[src/rtl/rx_hdr_parse_pkg.sv]
// Shared constants and state encoding for the receive header parser.
package rx_hdr_parse_pkg;

    localparam logic [7:0] ACK_TYPE  = 8'h32;
    localparam logic [7:0] PASS_TYPE = 8'h51;

    // Byte offsets of the header fields inside the receive buffer
    localparam logic [7:0] HDR_ID_OFS   = 8'd0;
    localparam logic [7:0] HDR_TYPE_OFS = 8'd1;
    localparam logic [7:0] HDR_SN_OFS   = 8'd2;

    localparam int NUM_IDS_DEFAULT = 72;

    typedef enum logic [2:0] {
        ST_IDLE  = 3'd0,
        ST_RD0   = 3'd1,
        ST_RD1   = 3'd2,
        ST_RD2   = 3'd3,
        ST_LATCH = 3'd4,
        ST_TBL   = 3'd5,
        ST_CHK   = 3'd6
    } parse_state_t;

endpackage

[src/rtl/rx_sn_table.sv]
// Per-id sequence-number store: synchronous RAM plus valid bits.
module rx_sn_table #(
    parameter int NUM_IDS = 72,
    parameter int AW      = 7
) (
    input  logic          clk,
    input  logic          rst,
    input  logic          rd_en,
    input  logic [AW-1:0] rd_addr,
    output logic [7:0]    rd_data,
    output logic          rd_valid,
    input  logic          wr_en,
    input  logic [AW-1:0] wr_addr,
    input  logic [7:0]    wr_data
);

    logic [7:0]         mem [NUM_IDS];
    logic [NUM_IDS-1:0] valid;

    // RAM contents are never reset; the valid bits make stale data harmless
    always_ff @(posedge clk) begin
        if (wr_en) begin
            mem[wr_addr] <= wr_data;
        end
        if (rd_en) begin
            rd_data <= mem[rd_addr];
        end
    end

    // Valid bits set on any write, cleared only by reset; read alongside the RAM
    always_ff @(posedge clk or posedge rst) begin
        if (rst) begin
            valid    <= '0;
            rd_valid <= 1'b0;
        end else begin
            if (wr_en) begin
                valid[wr_addr] <= 1'b1;
            end
            if (rd_en) begin
                rd_valid <= valid[rd_addr];
            end
        end
    end

endmodule

[src/rtl/rx_hdr_parse.sv]
// Reads the 3-byte frame header from the receive buffer and checks the
// per-id sequence number against the last accepted one.
module rx_hdr_parse
    import rx_hdr_parse_pkg::*;
#(
    parameter int NUM_IDS = NUM_IDS_DEFAULT
) (
    input  logic       sys_clk,
    input  logic       glbl_rst,
    input  logic       load_rd_en,
    output logic       rxbuf_rd_en,
    output logic [7:0] rxbuf_rd_addr,
    input  logic [7:0] rxbuf_rd_data,
    output logic       got_frame,
    output logic [7:0] frame_id,
    output logic [7:0] frame_type,
    output logic       sn_error,
    output logic       busy
);

    localparam int         AW       = (NUM_IDS > 1) ? $clog2(NUM_IDS) : 1;
    localparam logic [8:0] ID_LIMIT = 9'(NUM_IDS);

    parse_state_t state;
    parse_state_t next_state;

    logic [7:0] sn;
    logic       in_range;
    logic       tbl_rd_en;
    logic       tbl_wr_en;
    logic [7:0] tbl_data;
    logic       tbl_valid;
    logic [7:0] expected_sn;
    logic       sn_ok;

    assign in_range    = ({1'b0, frame_id} < ID_LIMIT);
    assign expected_sn = tbl_data + 8'd1;
    assign sn_ok       = !tbl_valid || (sn == expected_sn);
    assign tbl_rd_en   = (state == ST_TBL) && in_range;
    assign tbl_wr_en   = (state == ST_CHK) && in_range && sn_ok;

    rx_sn_table #(
        .NUM_IDS (NUM_IDS),
        .AW      (AW)
    ) u_sn_table (
        .clk      (sys_clk),
        .rst      (glbl_rst),
        .rd_en    (tbl_rd_en),
        .rd_addr  (frame_id[AW-1:0]),
        .rd_data  (tbl_data),
        .rd_valid (tbl_valid),
        .wr_en    (tbl_wr_en),
        .wr_addr  (frame_id[AW-1:0]),
        .wr_data  (sn)
    );

    // State register
    always_ff @(posedge sys_clk or posedge glbl_rst) begin
        if (glbl_rst) begin
            state <= ST_IDLE;
        end else begin
            state <= next_state;
        end
    end

    // Fixed walk through the parse; only IDLE waits for a request
    always_comb begin
        next_state = state;
        case (state)
            ST_IDLE:  if (load_rd_en) next_state = ST_RD0;
            ST_RD0:   next_state = ST_RD1;
            ST_RD1:   next_state = ST_RD2;
            ST_RD2:   next_state = ST_LATCH;
            ST_LATCH: next_state = ST_TBL;
            ST_TBL:   next_state = ST_CHK;
            ST_CHK:   next_state = ST_IDLE;
            default:  next_state = ST_IDLE;
        endcase
    end

    // Outputs are decoded from the next state so every one leaves a flop
    always_ff @(posedge sys_clk or posedge glbl_rst) begin
        if (glbl_rst) begin
            busy          <= 1'b0;
            got_frame     <= 1'b0;
            sn_error      <= 1'b0;
            rxbuf_rd_en   <= 1'b0;
            rxbuf_rd_addr <= 8'd0;
            frame_id      <= 8'd0;
            frame_type    <= 8'd0;
            sn            <= 8'd0;
        end else begin
            busy        <= (next_state != ST_IDLE);
            got_frame   <= (next_state == ST_TBL);
            sn_error    <= (state == ST_CHK) && in_range && !sn_ok;
            rxbuf_rd_en <= (next_state == ST_RD0) || (next_state == ST_RD1) ||
                           (next_state == ST_RD2);
            case (next_state)
                ST_RD0:  rxbuf_rd_addr <= HDR_ID_OFS;
                ST_RD1:  rxbuf_rd_addr <= HDR_TYPE_OFS;
                ST_RD2:  rxbuf_rd_addr <= HDR_SN_OFS;
                default: rxbuf_rd_addr <= 8'd0;
            endcase
            if (state == ST_RD1) begin
                frame_id <= rxbuf_rd_data;
            end
            if (state == ST_RD2) begin
                frame_type <= rxbuf_rd_data;
            end
            if (state == ST_LATCH) begin
                sn <= rxbuf_rd_data;
            end
        end
    end

endmodule

[config.mk]
export PLATFORM = sky130hd
export DESIGN_NAME = rx_hdr_parse
export DESIGN_NICKNAME = d
export VERILOG_FILES = /design/src/rtl/rx_hdr_parse_pkg.sv /design/src/rtl/rx_sn_table.sv /design/src/rtl/rx_hdr_parse.sv
export SDC_FILE = /design/constraint.sdc
export NUM_CORES = 1
export LEC_CHECK = 0
export ABC_CLOCK_PERIOD_IN_PS = 8600
export CORE_AREA = 4 4 225 447
export DETAILED_ROUTE_END_ITERATION = 16
export DIE_AREA = 0 0 229 451
export PLACE_DENSITY_LB_ADDON = 0.2
export SLEW_MARGIN = 20
export SYNTH_ARGS = -nofsm -noshare
export SYNTH_HDL_FRONTEND = slang
export SYNTH_SLANG_ARGS = --single-unit
[constraint.sdc]
create_clock -name sys_clk -period 8.6 [get_ports sys_clk]
set_input_delay 1.72 -clock sys_clk [delete_from_list [all_inputs] [get_ports sys_clk]]
set_output_delay 1.72 -clock sys_clk [all_outputs]
set_load 0.05 [all_outputs]
==> impl_metrics.ini <==
[yosys]
syn_area_per_cell_um2 = 17.0
syn_inst = 1647
synth_area_leaders = edfxtp_1, dfrtp_1, mux4_2
yosysUniqueCellTypes = 73
ys_seq_elements = 690
syn-cell-area_mm2 = 0.0280
synthFlopType = edfxtp_1
ys.warnings.count = 0
ys_seq_area_share_pct = 72.2
async_flop_share_pct = 15.4
synth_edf_count = 584
synth_top_cell_by_area = edfxtp_1
synth_top_area_share_pct = 62.7

[critical_path]
crit_required_ps = 8990
worstPathArrival_ps = 4680
startpoint = frame_id[2]
crit_path_max_fanout = 82
critical_path_class = flip-flop to flip-flop
crit_path_end_kind = flip-flop
r2r-start = frame_id[2]
startpoint_type = flip-flop

[die]
die_h_um = 451
boundaryPins = 39
fp-row-count = 162
die_width_um = 229
core-area_mm2 = 0.0973
die-area_mm2 = 0.103
start_util_pct = 28.8

[power]
combPwrFrac_pct = 36.1
vdd_ir_drop_max_v = 0.000174
p_per_area_mw_per_mm2 = 356
p_sw_share_pct = 39.6
p_leak_nw = 10.6
cell_internal_pwr_mw = 6.88
seq_power_share_pct = 38.9
p_sw_mw = 4.51
clkPwrFrac_pct = 25.0
design_power_total_mw = 11.4

[sta]
min_period_over_period_pct = 49.8
hold_violations = 0
hold_ws_ps = 460
tns_ps = 0
finClkSkew_ps = 24.3
worst_slew_pin_slew_ps = 1210
post-route-min-period_ps = 4290
slew_headroom_pct = 19.0
rsz0062_at_grt = no
finalMaxSlewViolations = 0
timing.fmax_ghz = 0.233
setup-violations-final = 0

[cts]
tritoncts = built
clock_path_buffers = 3
ctsHoldBuffers = 0
cts.sinks = 690
numCtsBuffers = 58
post_cts_buffers = 0
ctsResizeCount = 0
h-tree-depth = 2
cts_root_buf = clkbuf_16
clk_pin_slew_worst_paths_ps = 80
insertion_delay_ps = 640

[worst_hold_path]
min-delay-path-class = flip-flop to flip-flop
hp-start = u_sn_table.valid[22]

[grt]
grt_pass1_vias = 16800
grt_overflow_total = 0
grt_max_degree = 83
grt_usage_pct = 18.5
antenna_found_initial = 1
grt_pass1_wl_um = 137000

[place]
dp_hpwl_um = 63300
gp_routability_congestion = 0.964
io_buffer_count = 32

[route]
wire_per_inst_um = 32.9
routed_wl_um = 98300
vias = 16100
avgViaCountPerCell = 5.39
initialDrtViolationCount = 1573
drc = 0
first_pass_iters = 7
antenna_left = 0

[run_status]
status = finished clean

[final_layout]
fin_nets = 1720
area_growth_pct = 14.5
drive_above_1_share_pct = 23.0

[run]
cap_violations = 0
cell families (layout without fill, tap and decap cells):
group / after synthesis / count (layout) / synth area share (%)
buffers and inverters: 124 / 229 / 2.29
AOI/OAI and AO/OA: 298 / 298 / 8.05
adders and majority gates: 1 / 1 / 0.0447
muxes: 201 / 201 / 9.63
DFF: 690 / 690 / 72.2
xor gates and xnor gates: 11 / 11 / 0.344
other: 1 / 7 / 0.0134
and+or+nand+nor: 321 / 321 / 7.45
power by group through the flow:
| stage | clock network (mW) | registers (mW) | logic, mW |
|---|---|---|---|
| 2_1_floorplan | 0 | 4.68 | 1.99 |
| 3_3_place_gp | 0 | 4.51 | 4.15 |
| 3_5_place_dp | 0 | 4.51 | 4.14 |
| 4_1_cts | 2.91 | 4.44 | 4.14 |
| 5_1_grt | 3.03 | 4.45 | 4.24 |
| 6_report | 2.85 | 4.43 | 4.12 |
flip-flops by register name, indices dropped and copies added, names as in the netlist:
| register | flops |
|---|---|
| u_sn_table.rd_valid | 1 |
| u_sn_table.mem | 576 |
| state | 3 |
| frame_id | 8 |
| rxbuf_rd_addr | 2 |
| u_sn_table.rd_data | 8 |
| frame_type | 8 |
| busy | 1 |
| sn | 8 |
| sn_error | 1 |
| u_sn_table.valid | 72 |
| got_frame | 1 |
| rxbuf_rd_en | 1 |
per-layer routing:
metal  vias to the layer above  share of wire (%)  track usage [%]
met4                         0                7.0             11.3
met2                       634                 54             34.6
met3                       200                4.3             1.94
met5                         -                  0                0
li1                       6717                  -                -
met1                      8562                 35             19.9
placed cells by master, fill, tap and decap left out, drive strengths merged, types with 64 or more instances in the layout:
| cell type | netlist | final |
|---|---|---|
| mux2i | 69 | 69 |
| nand2 | 64 | 64 |
| a221oi | 65 | 65 |
| mux2 | 86 | 86 |
| clkbuf | 31 | 73 |
| nor2 | 67 | 67 |
| edfxtp | 584 | 584 |
| or2 | 66 | 66 |
| nor4 | 65 | 65 |
| buf | 86 | 81 |
| dfrtp | 106 | 106 |
critical path, cell delays in order, from the launching register on:
cell,delay (ps)
dfrtp_4,720
buf_12,360
clkinv_1,190
buf_4,420
nor2_2,300
a221oi_1,1100
o21ai_0,390
or3_1,430
synthesized netlist by cell type, types with 46 or more instances:
cell type / number
nand2_1: 64
edfxtp_1: 584
nor2_1: 67
mux2_2: 86
a22oi_1: 46
mux4_2: 46
nor4_2: 55
a221oi_1: 65
dfrtp_1: 106
or2_1: 59
buf_2: 51
mux2i_1: 69
metrics by stage:
stage	setup WS, ps	util (%)	std cells	cell area (um^2)
floorplan	4090	-	1652	28000
finish	4310	32.9	2988	32000
global placement	4000	30.8	2878	30000
global route	4330	32.9	2988	32000
detailed placement	4420	30.8	2878	30000
CTS	4350	32.9	2987	32000
worst paths after layout:
| check | endpoint | slack (ps) | cells after the start |
|---|---|---|---|
| min in group asynchronous | u_sn_table.valid[12] | 1580 | 2 |
| worst min-delay path | u_sn_table.valid[22] | 460 | 1 |
| worst max-delay path | u_sn_table.rd_data[4] | 4310 | 7 |
| max in group asynchronous | frame_id[1] | 5610 | 3 |
| worst min register to register | u_sn_table.valid[22] | 460 | 1 |
| worst max register to register | u_sn_table.rd_data[4] | 4310 | 7 |
final cells by class:
cell class                 count  area (um^2)
clock inverter                36          455
multi-input combinational    838         7280
sequential                   690        20200
tap                         1230         1540
inverter                       7         31.3
clock buffer                  73         1550
antenna                        1         2.50
fill                        9368        65300
timing repair buffer         113          953
Power figures use the tool's default switching activity.
